## src/rtl/generic_rom_arbiter.sv

```systemverilog
// generic_rom_arbiter: round-robin sharing of one pipelined ROM among N requesters
module generic_rom_arbiter #(
  parameter int N_PORTS       = 2,
  parameter int DATA_WIDTH    = 32,
  parameter int ADDRESS_WIDTH = 10,
  parameter int ROM_LATENCY   = 2
) (
  input  logic                               i_clk,
  input  logic                               i_rstn,
  input  logic [N_PORTS-1:0]                 i_req_valid,
  input  logic [N_PORTS*ADDRESS_WIDTH-1:0]   i_req_addr,
  output logic [N_PORTS-1:0]                 o_req_ready,
  output logic [N_PORTS-1:0]                 o_rsp_valid,
  output logic [DATA_WIDTH-1:0]              o_rsp_data,
  output logic [ADDRESS_WIDTH-1:0]           o_rom_address,
  input  logic [DATA_WIDTH-1:0]              i_rom_read_data,
  output logic                               o_busy
);
  localparam int PW = N_PORTS > 1 ? $clog2(N_PORTS) : 1;
  logic [PW-1:0] ptr, win;
  logic found;
  logic [2*N_PORTS-1:0] rot;
  logic [ROM_LATENCY-1:0] tag_valid;
  logic [PW-1:0] tag_port [ROM_LATENCY];
  // rotating the doubled request vector puts ptr at bit 0, so the first set bit is the winner offset
  assign rot = {i_req_valid, i_req_valid} >> ptr;
  always_comb begin
    found = 1'b0;
    win = '0;
    for (int i = 0; i < N_PORTS; i++)
      if (!found && rot[i]) begin
        found = 1'b1;
        win = PW'(int'(ptr) + i >= N_PORTS ? int'(ptr) + i - N_PORTS : int'(ptr) + i);
      end
  end
  assign o_req_ready   = found ? {{(N_PORTS-1){1'b0}}, 1'b1} << win : '0;
  assign o_rom_address = found ? i_req_addr[win*ADDRESS_WIDTH +: ADDRESS_WIDTH] : '0;
  assign o_rsp_valid   = tag_valid[ROM_LATENCY-1] ? {{(N_PORTS-1){1'b0}}, 1'b1} << tag_port[ROM_LATENCY-1] : '0;
  assign o_rsp_data    = i_rom_read_data;
  assign o_busy        = |i_req_valid | |tag_valid;
  always_ff @(posedge i_clk or negedge i_rstn)
    if (!i_rstn) begin
      ptr <= '0;
      tag_valid <= '0;
      for (int k = 0; k < ROM_LATENCY; k++) tag_port[k] <= '0;
    end else begin
      if (found) ptr <= win == PW'(N_PORTS-1) ? '0 : win + 1'b1;
      tag_valid[0] <= found;
      tag_port[0] <= win;
      for (int k = 1; k < ROM_LATENCY; k++) begin
        tag_valid[k] <= tag_valid[k-1];
        tag_port[k] <= tag_port[k-1];
      end
    end
endmodule

```

## config.mk

```make
export PLATFORM = sky130hd
export DESIGN_NAME = generic_rom_arbiter
export DESIGN_NICKNAME = d
export VERILOG_FILES = /design/src/rtl/generic_rom_arbiter.sv
export SDC_FILE = /design/constraint.sdc
export NUM_CORES = 1
export LEC_CHECK = 0
export CAP_MARGIN = 5
export CORE_ASPECT_RATIO = 0.5
export CORE_MARGIN = 1.5
export CORE_UTILIZATION = 21
export DETAILED_ROUTE_END_ITERATION = 7
export HOLD_SLACK_MARGIN = 0.05
export PLACE_DENSITY = 0.86
export SETUP_SLACK_MARGIN = 0.4
export SLEW_MARGIN = 20
export SYNTH_ARGS = -nofsm -noshare
export SYNTH_HDL_FRONTEND = slang
export SYNTH_SLANG_ARGS = --single-unit
```

## constraint.sdc

```tcl
create_clock -name i_clk -period 1.6 [get_ports i_clk]
set_input_delay 0.16 -clock i_clk [delete_from_list [all_inputs] [get_ports i_clk]]
set_output_delay 0.16 -clock i_clk [all_outputs]
set_load 0.01 [all_outputs]
```

==> results_dict.tcl, run 1 <==
set metrics [dict create \
    dr.first_iter.drc_count 40 \
    min_path_type "primary input to async pin" \
    die_area_sq_um 2980 \
    coreArea_sq_um 2360 \
    critPathKind "flop to output pin" \
    final_nets 132 \
    relSlewSlack_pct 85.3 \
    area_delta_synth_final_pct 41.1 \
    synthSimpleGateAreaFrac_pct 9.93 \
    finalSetupViolCount 0 \
    layout-drive-gt1-share_pct 37.3 \
    clock_sinks 5 \
    antenna_left 0 \
    initial_utilization_pct 23.5 \
    dp_slack_ns -0.231 \
    synth.top_cells.by_area "buf_4 45%, dfrtp_1 23%, a32o_1 18%, and2_1 3.4%, nand2b_4 2.5%" \
    post-route-util_pct 33.2 \
    synth-adder-area-share_pct 0 \
    ys_seq_elements 5 \
    synth_nets 116 \
    holdWs_ns 0.157 \
    worstPathArrival_ns 1.22 \
    clock-root-buffer "clkbuf_8" \
    hold_buffers 0 \
    die_w_microns 75.7 \
    clk_latency_ns 0.22 \
    worstPathCellList "a21boi_2 > buf_6 > a32o_1 > buf_2" \
    grt_pass1_vias 384 \
    grt_max_degree 11 \
    grt-ovfl-total 0 \
    finalWeightedCongestion 0.637 \
    port_buffers 38 \
    routed_wl_microns 1340 \
    switching_power_mw 0.150 \
    power_mw 0.591 \
    cts_tree "done" \
    synth_compound_area_share_pct 21.0 \
    worstMarginPinSlew_ns 0.220 \
    netSwitchingFraction_pct 25.3 \
    syn_area_sq_um 554 \
    yosys.area.top_type "buf_4" \
    clk_pin_slew_ns 0.04 \
    hold_violations 0 \
    grt_pass1_wl_microns 1860 \
    cap_violations 0 \
    synthMuxAreaShare_pct 0 \
    antenna_found_initial 0 \
    crit_buf_inv 2 \
    cts_buffers 3 \
    fin_skew_ns 0.00249 \
    synth_xor_area_share_pct 0 \
    status "completed" \
    rr_worst_depth 3 \
    worstPathRequired_ns 1.44 \
    detail_route.first_pass.iterations 3 \
    seqPwrFrac_pct 24.8 \
    crit_cells 4 \
    cts_buffer_depth 2 \
    slew_viol_final 0 \
    diodes 0 \
    crit_slowest_cell "dfrtp_2" \
    vias_per_cell 4.07 \
    ios 103 \
    dp_hpwl_microns 987 \
    drcViolationCount 0 \
    p_leak_nw 0.331 \
    critPathMaxFanout 7 \
    ir_drop_mv 0.254 \
    ys_seq_area_share_pct 22.6 \
    p_int_mw 0.441 \
    cts.htree.levels 1 \
    crit_family "flip-flops" \
    grt_setup_unrepaired "true" \
    die_y_microns 39.3 \
    yosysUniqueCellTypes 12 \
    pwr-share-comb_pct 35.7 \
    synth_top_family_by_area "buffers and inverters" \
    timing.final.ws_setup_ns 0.220 \
    power_density_nw_per_um2 756 \
    fin_crit_sh_pct 86.2 \
    endpoint_kind "output pin" \
    fmax_mhz 725 \
    crit_path_start_kind "flop" \
    min_period_ns 1.38 \
    via_count 448 \
    avgSynthCellArea_sq_um 9.24 \
    grt_usage_pct 9.02 \
    r2r_setup_slack_ns 0.61 \
    wl_per_cell_microns 12.2 \
    ys_warn_count 0 \
    synth_top_area_share_pct 44.7 \
    syn_inst 60 \
    clkPwrFrac_pct 39.5 \
    slowest_delay_ns 0.43 \
    row_count 12 \
]
[what timing repair did]
item	CTS	global route
pin swaps	14	3
gates resized for setup	64	1
gates cloned	1	0
setup buffers	1	1
endpoints found under the setup margin	15	14
[Yosys cell counts (all sizes together)]
cell type and number:
dfrtp 5, or3 1, a21boi 1, a32o 10, buf 35, nand2b 1
nor2 1, or2 1, a21oi 1, and2 3, nor2b 1
[layout make-up]
class                   count  area [sq um]
fillers                   244          1580
repair buffers             45           382
multi-input cells          21           185
flip-flops and latches      5           126
clock buffers               4          45.0
well taps                  35          43.8
[final timing paths]
path                                start               end
setup / recovery                      ptr  o_rom_address[6]
hold / removal                     i_rstn       tag_port[1]
setup reg to reg                      ptr       tag_port[1]
hold reg to reg               tag_port[1]       tag_port[0]
max in group asynchronous          i_rstn               ptr
min in group i_clk         i_req_valid[0]      tag_valid[0]
[flip-flops by register name (all words and copies together) (netlist names)]
signal	flops
tag_port	2
tag_valid	2
ptr	1
[metal layers]
layer,track usage (%),vias to the layer above,part of all wire [%],wire (microns)
met5,0,-,0,0
met4,6.25,0,0,0
met3,5.14,0,6.8,91
met2,15.1,20,56,753
met1,8.64,218,37,494
li1,-,210,-,-
[power groups by stage]
stage	Combinational, mW	Sequential [mW]	Clock, mW
2_1_floorplan	0.163	0.145	0
3_3_place_gp	0.222	0.146	0
3_5_place_dp	0.224	0.147	0
4_1_cts	0.207	0.148	0.241
5_1_grt	0.225	0.148	0.253
6_report	0.211	0.146	0.234
[placed cells by master (no fill, tap or decap), types with 2 or more instances in the layout]
master	instances
a32o_1	10
and2_1	3
buf_2	12
buf_4	5
buf_6	3
clkbuf_8	3
clkdlybuf4s15_1	2
clkdlybuf4s50_1	21
dfrtp_1	4
nand2b_4	2
[per-stage QoR]
| stage | std cells | area [sq um] | TNS, ns |
|---|---|---|---|
| after floorplan | 60 | 554 | 0 |
| after global placement | 103 | 758 | -2.53 |
| after detailed placement | 103 | 758 | -2.41 |
| after CTS | 109 | 773 | 0 |
| after global routing | 110 | 782 | 0 |
| final | 110 | 782 | 0 |
[cells by family after synthesis]
| family | Yosys count |
|---|---|
| flip-flops | 5 |
| buffers and inverters | 35 |
| AO/OA/AOI/OAI | 12 |
| AND/OR/NAND/NOR | 8 |
Power figures use the tool's default switching activity.
==> run 2, diff against run 1 <==
--- a/config.mk
+++ b/config.mk
@@ -13,7 +13,6 @@
 export HOLD_SLACK_MARGIN = 0.05
 export PLACE_DENSITY = 0.86
 export SETUP_SLACK_MARGIN = 0.4
-export SLEW_MARGIN = 20
 export SYNTH_ARGS = -nofsm -noshare
 export SYNTH_HDL_FRONTEND = slang
 export SYNTH_SLANG_ARGS = --single-unit
==> results of run 2 <==
Same layout as run 1: the final DEF is identical, and so are final timing and power.
